`src/rtl/adc_scan_ctrl_if.sv`:
```
// adc_scan_ctrl_if: serial ADC pin bundle (sck/sdi/ncs driven by the controller, sdo/eoc returned by the ADC)
interface adc_scan_ctrl_if;
  logic sck;
  logic sdi;
  logic ncs;
  logic sdo;
  logic eoc;
  modport master(output sck, sdi, ncs, input sdo, eoc);
  modport slave(input sck, sdi, ncs, output sdo, eoc);
endinterface

```
`src/rtl/adc_scan_ctrl.sv`:
```
// adc_scan_ctrl: autonomous serial-ADC channel scanner with per-channel result file and JTAG pin arbitration
// Ports: clk; hard_rst async active low; scan_en enables scanning; jtag_req/jtag_sck/jtag_sdi/jtag_ncs
// bit-bang path granted by jtag_gnt; adc (master) drives sck/sdi/ncs and receives sdo/eoc;
// rd_ch selects rd_data/rd_valid; scan_done pulses once per scan; eoc_err flags an EOC timeout.
module adc_scan_ctrl #(
  parameter int NCH = 11,
  parameter int SCK_DIV = 4,
  parameter int GAP = 1000,
  parameter int EOC_TMO = 255
) (
  input  logic                   clk,
  input  logic                   hard_rst,
  input  logic                   scan_en,
  input  logic                   jtag_req,
  input  logic                   jtag_sck,
  input  logic                   jtag_sdi,
  input  logic                   jtag_ncs,
  output logic                   jtag_gnt,
  adc_scan_ctrl_if.master        adc,
  input  logic [3:0]             rd_ch,
  output logic [11:0]            rd_data,
  output logic                   rd_valid,
  output logic                   scan_done,
  output logic                   eoc_err
);
  localparam int MX = GAP > EOC_TMO ? GAP : EOC_TMO;
  localparam int CW = $clog2(MX + SCK_DIV + 1);
  typedef enum logic [2:0] {S_IDLE, S_SETUP, S_SHIFT, S_CSHI, S_WAITEOC, S_GAP, S_JTAG} state_t;
  state_t state, state_n;
  logic [CW-1:0] cnt, cnt_n;
  logic [3:0] bidx, bidx_n, frame, frame_n;
  logic hi, hi_n, sck, sck_n, sdi, sdi_n, ncs, ncs_n, gnt_n, done_n, err_n, sample, store;
  logic half_end, eoc_ok, tmo;
  logic [11:0] shreg, word;
  // entries at or above NCH are never written, so out-of-range reads return 0 and invalid
  logic [15:0][11:0] res;
  logic [15:0] valid;
  // the frame after the last channel sends a dummy address only to clock out the final result
  assign word = {frame < 4'(NCH) ? frame : 4'hB, 8'h00};
  assign half_end = cnt == CW'(SCK_DIV - 1);
  assign eoc_ok = cnt >= CW'(2) && adc.eoc;
  assign tmo = cnt == CW'(EOC_TMO);
  assign adc.sck = sck;
  assign adc.sdi = sdi;
  assign adc.ncs = ncs;
  assign rd_data = res[rd_ch];
  assign rd_valid = valid[rd_ch];
  always_comb begin
    state_n = state;
    cnt_n = &cnt ? cnt : cnt + CW'(1);
    bidx_n = bidx;
    hi_n = hi;
    frame_n = frame;
    sck_n = sck;
    sdi_n = sdi;
    ncs_n = ncs;
    gnt_n = jtag_gnt;
    done_n = 1'b0;
    err_n = eoc_err;
    sample = 1'b0;
    store = 1'b0;
    case (state)
      S_IDLE: begin
        sck_n = 1'b0;
        sdi_n = 1'b0;
        ncs_n = 1'b1;
        cnt_n = '0;
        if (jtag_req) begin
          state_n = S_JTAG;
          gnt_n = 1'b1;
          sck_n = jtag_sck;
          sdi_n = jtag_sdi;
          ncs_n = jtag_ncs;
        end else if (scan_en) begin
          state_n = S_SETUP;
          frame_n = '0;
          err_n = 1'b0;
          ncs_n = 1'b0;
        end
      end
      S_SETUP: if (half_end) begin
        state_n = S_SHIFT;
        cnt_n = '0;
        bidx_n = '0;
        hi_n = 1'b0;
        sdi_n = word[11];
      end
      S_SHIFT: if (half_end) begin
        cnt_n = '0;
        hi_n = ~hi;
        sck_n = ~hi;
        sample = ~hi;
        if (hi && bidx == 4'd11) state_n = S_CSHI;
        else if (hi) begin
          bidx_n = bidx + 4'd1;
          sdi_n = word[4'd10 - bidx];
        end
      end
      S_CSHI: if (half_end) begin
        state_n = S_WAITEOC;
        cnt_n = '0;
        ncs_n = 1'b1;
        sdi_n = 1'b0;
        store = frame != 4'd0;
      end
      S_WAITEOC: if (eoc_ok || tmo) begin
        cnt_n = '0;
        err_n = eoc_err | ~eoc_ok;
        if (frame == 4'(NCH)) begin
          state_n = S_GAP;
          done_n = 1'b1;
        end else if (scan_en) begin
          state_n = S_SETUP;
          frame_n = frame + 4'd1;
          ncs_n = 1'b0;
        end else state_n = S_IDLE;
      end
      S_GAP: begin
        if (jtag_req) begin
          state_n = S_JTAG;
          gnt_n = 1'b1;
          sck_n = jtag_sck;
          sdi_n = jtag_sdi;
          ncs_n = jtag_ncs;
        end else if (!scan_en) state_n = S_IDLE;
        else if (cnt == CW'(GAP - 1)) begin
          state_n = S_SETUP;
          cnt_n = '0;
          frame_n = '0;
          err_n = 1'b0;
          ncs_n = 1'b0;
        end
      end
      S_JTAG: begin
        sck_n = jtag_req & jtag_sck;
        sdi_n = jtag_req & jtag_sdi;
        ncs_n = ~jtag_req | jtag_ncs;
        if (!jtag_req) begin
          state_n = S_GAP;
          gnt_n = 1'b0;
          cnt_n = '0;
        end
      end
      default: state_n = S_IDLE;
    endcase
  end
  always_ff @(posedge clk or negedge hard_rst)
    if (!hard_rst) begin
      state <= S_IDLE;
      cnt <= '0;
      bidx <= '0;
      hi <= 1'b0;
      frame <= '0;
      sck <= 1'b0;
      sdi <= 1'b0;
      ncs <= 1'b1;
      jtag_gnt <= 1'b0;
      scan_done <= 1'b0;
      eoc_err <= 1'b0;
      shreg <= '0;
      res <= '0;
      valid <= '0;
    end else begin
      state <= state_n;
      cnt <= cnt_n;
      bidx <= bidx_n;
      hi <= hi_n;
      frame <= frame_n;
      sck <= sck_n;
      sdi <= sdi_n;
      ncs <= ncs_n;
      jtag_gnt <= gnt_n;
      scan_done <= done_n;
      eoc_err <= err_n;
      if (sample) shreg <= {shreg[10:0], adc.sdo};
      if (store) begin
        res[frame - 4'd1] <= shreg;
        valid[frame - 4'd1] <= 1'b1;
      end
    end
endmodule

```
`src/flat_wrapper.sv`:
```
// flat-port wrapper written by rule: the top's interface ports become plain ports
module adc_scan_ctrl_flat 
#(
  parameter int NCH = 11,
  parameter int SCK_DIV = 4,
  parameter int GAP = 1000,
  parameter int EOC_TMO = 255
)
  (clk, hard_rst, scan_en, jtag_req, jtag_sck, jtag_sdi, jtag_ncs, jtag_gnt, rd_ch, rd_data, rd_valid, scan_done, eoc_err, adc_sck, adc_sdi, adc_ncs, adc_sdo, adc_eoc);
  adc_scan_ctrl_if adc_i ();
  input  logic clk;
  input  logic hard_rst;
  input  logic scan_en;
  input  logic jtag_req;
  input  logic jtag_sck;
  input  logic jtag_sdi;
  input  logic jtag_ncs;
  output logic jtag_gnt;
  input  logic [3:0] rd_ch;
  output logic [11:0] rd_data;
  output logic rd_valid;
  output logic scan_done;
  output logic eoc_err;
  output wire logic [$bits(adc_i.sck)-1:0] adc_sck;
  output wire logic [$bits(adc_i.sdi)-1:0] adc_sdi;
  output wire logic [$bits(adc_i.ncs)-1:0] adc_ncs;
  input wire logic [$bits(adc_i.sdo)-1:0] adc_sdo;
  input wire logic [$bits(adc_i.eoc)-1:0] adc_eoc;
  assign adc_sck = adc_i.sck;
  assign adc_sdi = adc_i.sdi;
  assign adc_ncs = adc_i.ncs;
  assign adc_i.sdo = adc_sdo;
  assign adc_i.eoc = adc_eoc;
  adc_scan_ctrl #(.NCH(NCH), .SCK_DIV(SCK_DIV), .GAP(GAP), .EOC_TMO(EOC_TMO)) u_core (.clk(clk), .hard_rst(hard_rst), .scan_en(scan_en), .jtag_req(jtag_req), .jtag_sck(jtag_sck), .jtag_sdi(jtag_sdi), .jtag_ncs(jtag_ncs), .jtag_gnt(jtag_gnt), .adc(adc_i), .rd_ch(rd_ch), .rd_data(rd_data), .rd_valid(rd_valid), .scan_done(scan_done), .eoc_err(eoc_err));
endmodule
```
`config.mk`:
```
export PLATFORM = sky130hd
export DESIGN_NAME = adc_scan_ctrl_flat
export DESIGN_NICKNAME = d
export VERILOG_FILES = /design/src/rtl/adc_scan_ctrl_if.sv /design/src/rtl/adc_scan_ctrl.sv /design/src/flat_wrapper.sv
export SDC_FILE = /design/constraint.sdc
export NUM_CORES = 1
export LEC_CHECK = 0
export CORE_MARGIN = 2
export CORE_UTILIZATION = 42
export DETAILED_ROUTE_END_ITERATION = 6
export PLACE_DENSITY_LB_ADDON = 0.2
export SLEW_MARGIN = 30
export SYNTH_ARGS = -nofsm -noshare
export SYNTH_HDL_FRONTEND = slang
export SYNTH_SLANG_ARGS = --single-unit
```
`constraint.sdc`:
```
create_clock -name clk -period 2.55 [get_ports clk]
set_input_delay 0.51 -clock clk [delete_from_list [all_inputs] [get_ports clk]]
set_output_delay 0.51 -clock clk [all_outputs]
set_load 0.05 [all_outputs]
```
==> flow_metrics.py <==
metrics = {
    "power_and_ir_drop": {
        "power_frac_clock_pct": 40.5,
        "swShare_pct": 29.0,
        "power_mw": 11.2,
        "p_per_area_nw_per_um2": 783,
        "ir_drop_v": 0.000456,
        "internal_power_mw": 7.99,
        "p_seq_share_pct": 38.9,
        "power.leakage_nw": 6.74,
        "p_switching_mw": 3.26,
        "pwr-share-comb_pct": 20.6,
    },
    "clock_network": {
        "htreeDepth": 1,
        "clock_tree.buffer_depth": 3,
        "clk_pin_slew_worst_paths_ns": 0.06,
        "cts-buffers-inserted": 29,
        "worstSkewPairLatency_ns": 0.54,
        "cts_tree": "done",
        "root_buffer": "clkbuf_16",
        "cts_sinks": 248,
    },
    "sta": {
        "whs_ns": 0.464,
        "period_minus_slack_ns": 2.66,
        "tns_ns": -0.587,
        "fin_crit_sh_pct": 104,
        "maxSlewViolCount": 0,
        "relSlewSlack_pct": 60.5,
        "grt_setup_unrepaired": "true",
        "worst_slack_ns": -0.113,
        "fmax_mhz": 375,
        "clock_skew_ns": 0.0116,
        "worst_slew_pin_slew_ns": 0.592,
        "hold_viol_final": 0,
        "setup_viol": 13,
    },
    "cells_and_area": {
        "area_growth_pct": 18.9,
        "drive_gt1_share_pct": 47.9,
        "n_antenna_cell": 0,
        "final_util_pct": 50.3,
        "fin_nets": 917,
    },
    "setup_path": {
        "cp.required_ns": 2.04,
        "rr_worst_depth": 7,
        "r2r-start": "u_core.frame[0]$_DFFE_PN0P_",
        "end_kind": "output port",
        "cp_max_fo": 2,
        "reg2reg_setup_slack_ns": 0.22,
        "path_class": "register to output port",
        "r2r_end": "u_core.res[17]$_DFFE_PN0P_",
        "start_kind": "register",
        "arrival_ns": 2.15,
    },
    "run_status": {
        "failed_checks": "negative setup slack",
        "status": "complete, but fails checks",
    },
    "job": {
        "drv_cap": 0,
    },
    "yosys": {
        "syn_inst": 823,
        "avgSynthCellArea_sq_um": 14.7,
        "synth_compound_area_share_pct": 4.50,
        "synth_cell_type_count": 61,
        "syn-cell-area_sq_um": 12100,
        "syn_nets": 845,
        "postSynth.asyncResetShare_pct": 100,
        "synthSimpleGateAreaFrac_pct": 7.06,
        "synth_edf_count": 0,
        "synth-seq-area-share_pct": 51.4,
        "synth-main-ff-cell": "dfrtp_1",
        "synth-seq-cells": 248,
        "synth_xor_xnor_area_share_pct": 0.362,
        "synthMuxAreaShare_pct": 32.6,
        "synth_top_family_by_area": "multiplexers",
        "ys.warnings.count": 0,
        "synthAdderAreaFrac_pct": 0.932,
    },
    "floorplanning": {
        "rows": 62,
        "die_w_um": 174,
        "initial_core_util_pct": 42.3,
        "io_pins": 32,
        "die_y_um": 174,
        "core_sq_um": 28500,
        "dieArea_sq_um": 30100,
    },
    "hold_path": {
        "hold_start": "u_core.valid[4]$_DFFE_PN0P_",
        "hp-class": "register to register",
        "whs_path_depth": 1,
        "min_to": "u_core.valid[4]$_DFFE_PN0P_",
    },
    "grt": {
        "grt_remaining_overflow": 0,
        "grt_pass1_vias": 7872,
        "grt_max_degree": 80,
        "grt_pass1_wl_um": 46200,
        "antenna_found_initial": 0,
        "track_usage_pct": 19.5,
    },
    "placed_design": {
        "hpwl_um": 18600,
        "gp_congestion": 0.849,
        "numPortBuffers": 31,
    },
    "drt": {
        "totalWireLength_um": 28600,
        "viasPerCell": 5.58,
        "firstDrtPassIters": 4,
        "wire_per_inst_um": 22.0,
        "num_vias": 7266,
        "drcViolationCount": 0,
        "ant_nets": 0,
        "first_iter_violations": 397,
    },
}
## sequential cells by signal (all words and copies together), names as in the netlist, 3 cells and up
register and cells:
u_core.state 3, u_core.bidx 4, u_core.res 192, u_core.frame 4
u_core.valid 16, u_core.shreg 12, u_core.cnt 10
## final cells by class
class | count | area, sq um
fillers | 2500 | 14200
inverters | 10 | 37.5
clock buffers | 39 | 833
flip-flops and latches | 248 | 6210
well taps | 384 | 480
repair buffers | 98 | 1070
multi-input cells | 508 | 5490
clock inverters | 15 | 241
## how the worst max path moves through the flow
stage                                            from     endpoint
final                     u_core.res[141]$_DFFE_PN0P_   rd_data[9]
after global routing      u_core.res[141]$_DFFE_PN0P_   rd_data[9]
after CTS                 u_core.res[141]$_DFFE_PN0P_   rd_data[9]
after detailed placement                     rd_ch[0]  rd_data[11]
after global placement                       rd_ch[0]   rd_data[6]
after floorplan                              rd_ch[1]   rd_data[0]
## kinds of logic after synthesis
logic type	Yosys count
fa+ha+maj	9
compound gates	77
buf+inv	67
xor+xnor	5
simple gates	140
mux	277
flops	248
## cell usage after synthesis, types with 4 or more instances
master	count	area, sq um
nor4_1	6	37.5
nor2_1	22	82.6
nand3_1	19	95.1
buf_6	12	135
mux2_2	175	1970
inv_1	10	37.5
mux2i_1	4	40.0
xnor2_1	5	43.8
nor3_1	6	30.0
a21oi_1	16	80.1
ha_1	9	113
o211ai_1	5	37.5
nor2b_1	7	43.8
or2_2	13	81.3
buf_4	8	60.1
or3_1	4	25.0
nand2_1	17	63.8
buf_2	8	40.0
o21ai_0	10	50.1
dfrtp_1	247	6180
nand3_4	4	70.1
mux4_2	65	1460
nor2_2	12	75.1
mux2_1	8	90.1
o31ai_1	4	30.0
clkbuf_1	26	97.6
nand2b_1	9	56.3
mux2_4	25	375
a31oi_1	12	75.1
## power groups by stage
stage | registers, mW | clock network (mW) | logic, mW
after floorplan | 4.48 | 0 | 1.56
after global placement | 4.43 | 0 | 2.23
after detailed placement | 4.45 | 0 | 2.28
after CTS | 4.38 | 4.65 | 2.32
after global routing | 4.42 | 4.82 | 2.54
final | 4.38 | 4.55 | 2.31
## cell usage in the layout (no fill, tap or decap), types with 6 or more instances in the layout
| master | count |
|---|---|
| nor2_1 | 22 |
| nor3_1 | 6 |
| a21oi_1 | 16 |
| nand2b_1 | 9 |
| mux2_1 | 8 |
| mux2_4 | 25 |
| clkbuf_16 | 29 |
| nor2_2 | 12 |
| inv_1 | 10 |
| buf_12 | 14 |
| buf_6 | 12 |
| a31oi_1 | 12 |
| nor4_1 | 6 |
| nand2_1 | 17 |
| buf_4 | 50 |
| clkbuf_8 | 7 |
| mux4_2 | 65 |
| or2_2 | 13 |
| ha_1 | 9 |
| dfrtp_1 | 247 |
| clkdlybuf4s50_1 | 15 |
| o21ai_0 | 10 |
| mux2_2 | 175 |
| nand3_1 | 19 |
| nor2b_1 | 7 |
| bufinv_16 | 6 |
## repair_timing
item,in CTS,in global routing
cloned,3,0
setup buffers,1,0
setup endpoints to repair,13,13
resized for setup,20,0
hold endpoints to repair,34,0
hold buffers,1,0
## critical path: stages, from the launching register on
cell and delay [ns]:
dfrtp_1 0.38, mux4_2 0.51, mux4_2 0.54, buf_8 0.18
## layer usage
layer  vias up  global-route usage (%)  routed length [um]
met5         -                       0                   0
li1       3254                       -                   -
met1      3861                    27.6               13200
met2       115                    32.8               14000
met3        36                    2.59                 952
met4         0                    3.71                 420
## through the flow
step | area, sq um | std cells | setup WS [ns]
finish | 14400 | 1302 | -0.113
global placement | 13100 | 1243 | -0.115
CTS | 14400 | 1302 | -0.118
floorplan | 12100 | 823 | 0.00477
global route | 14400 | 1302 | -0.145
detailed placement | 13100 | 1243 | -0.139
(Power assumes the default switching activity.)
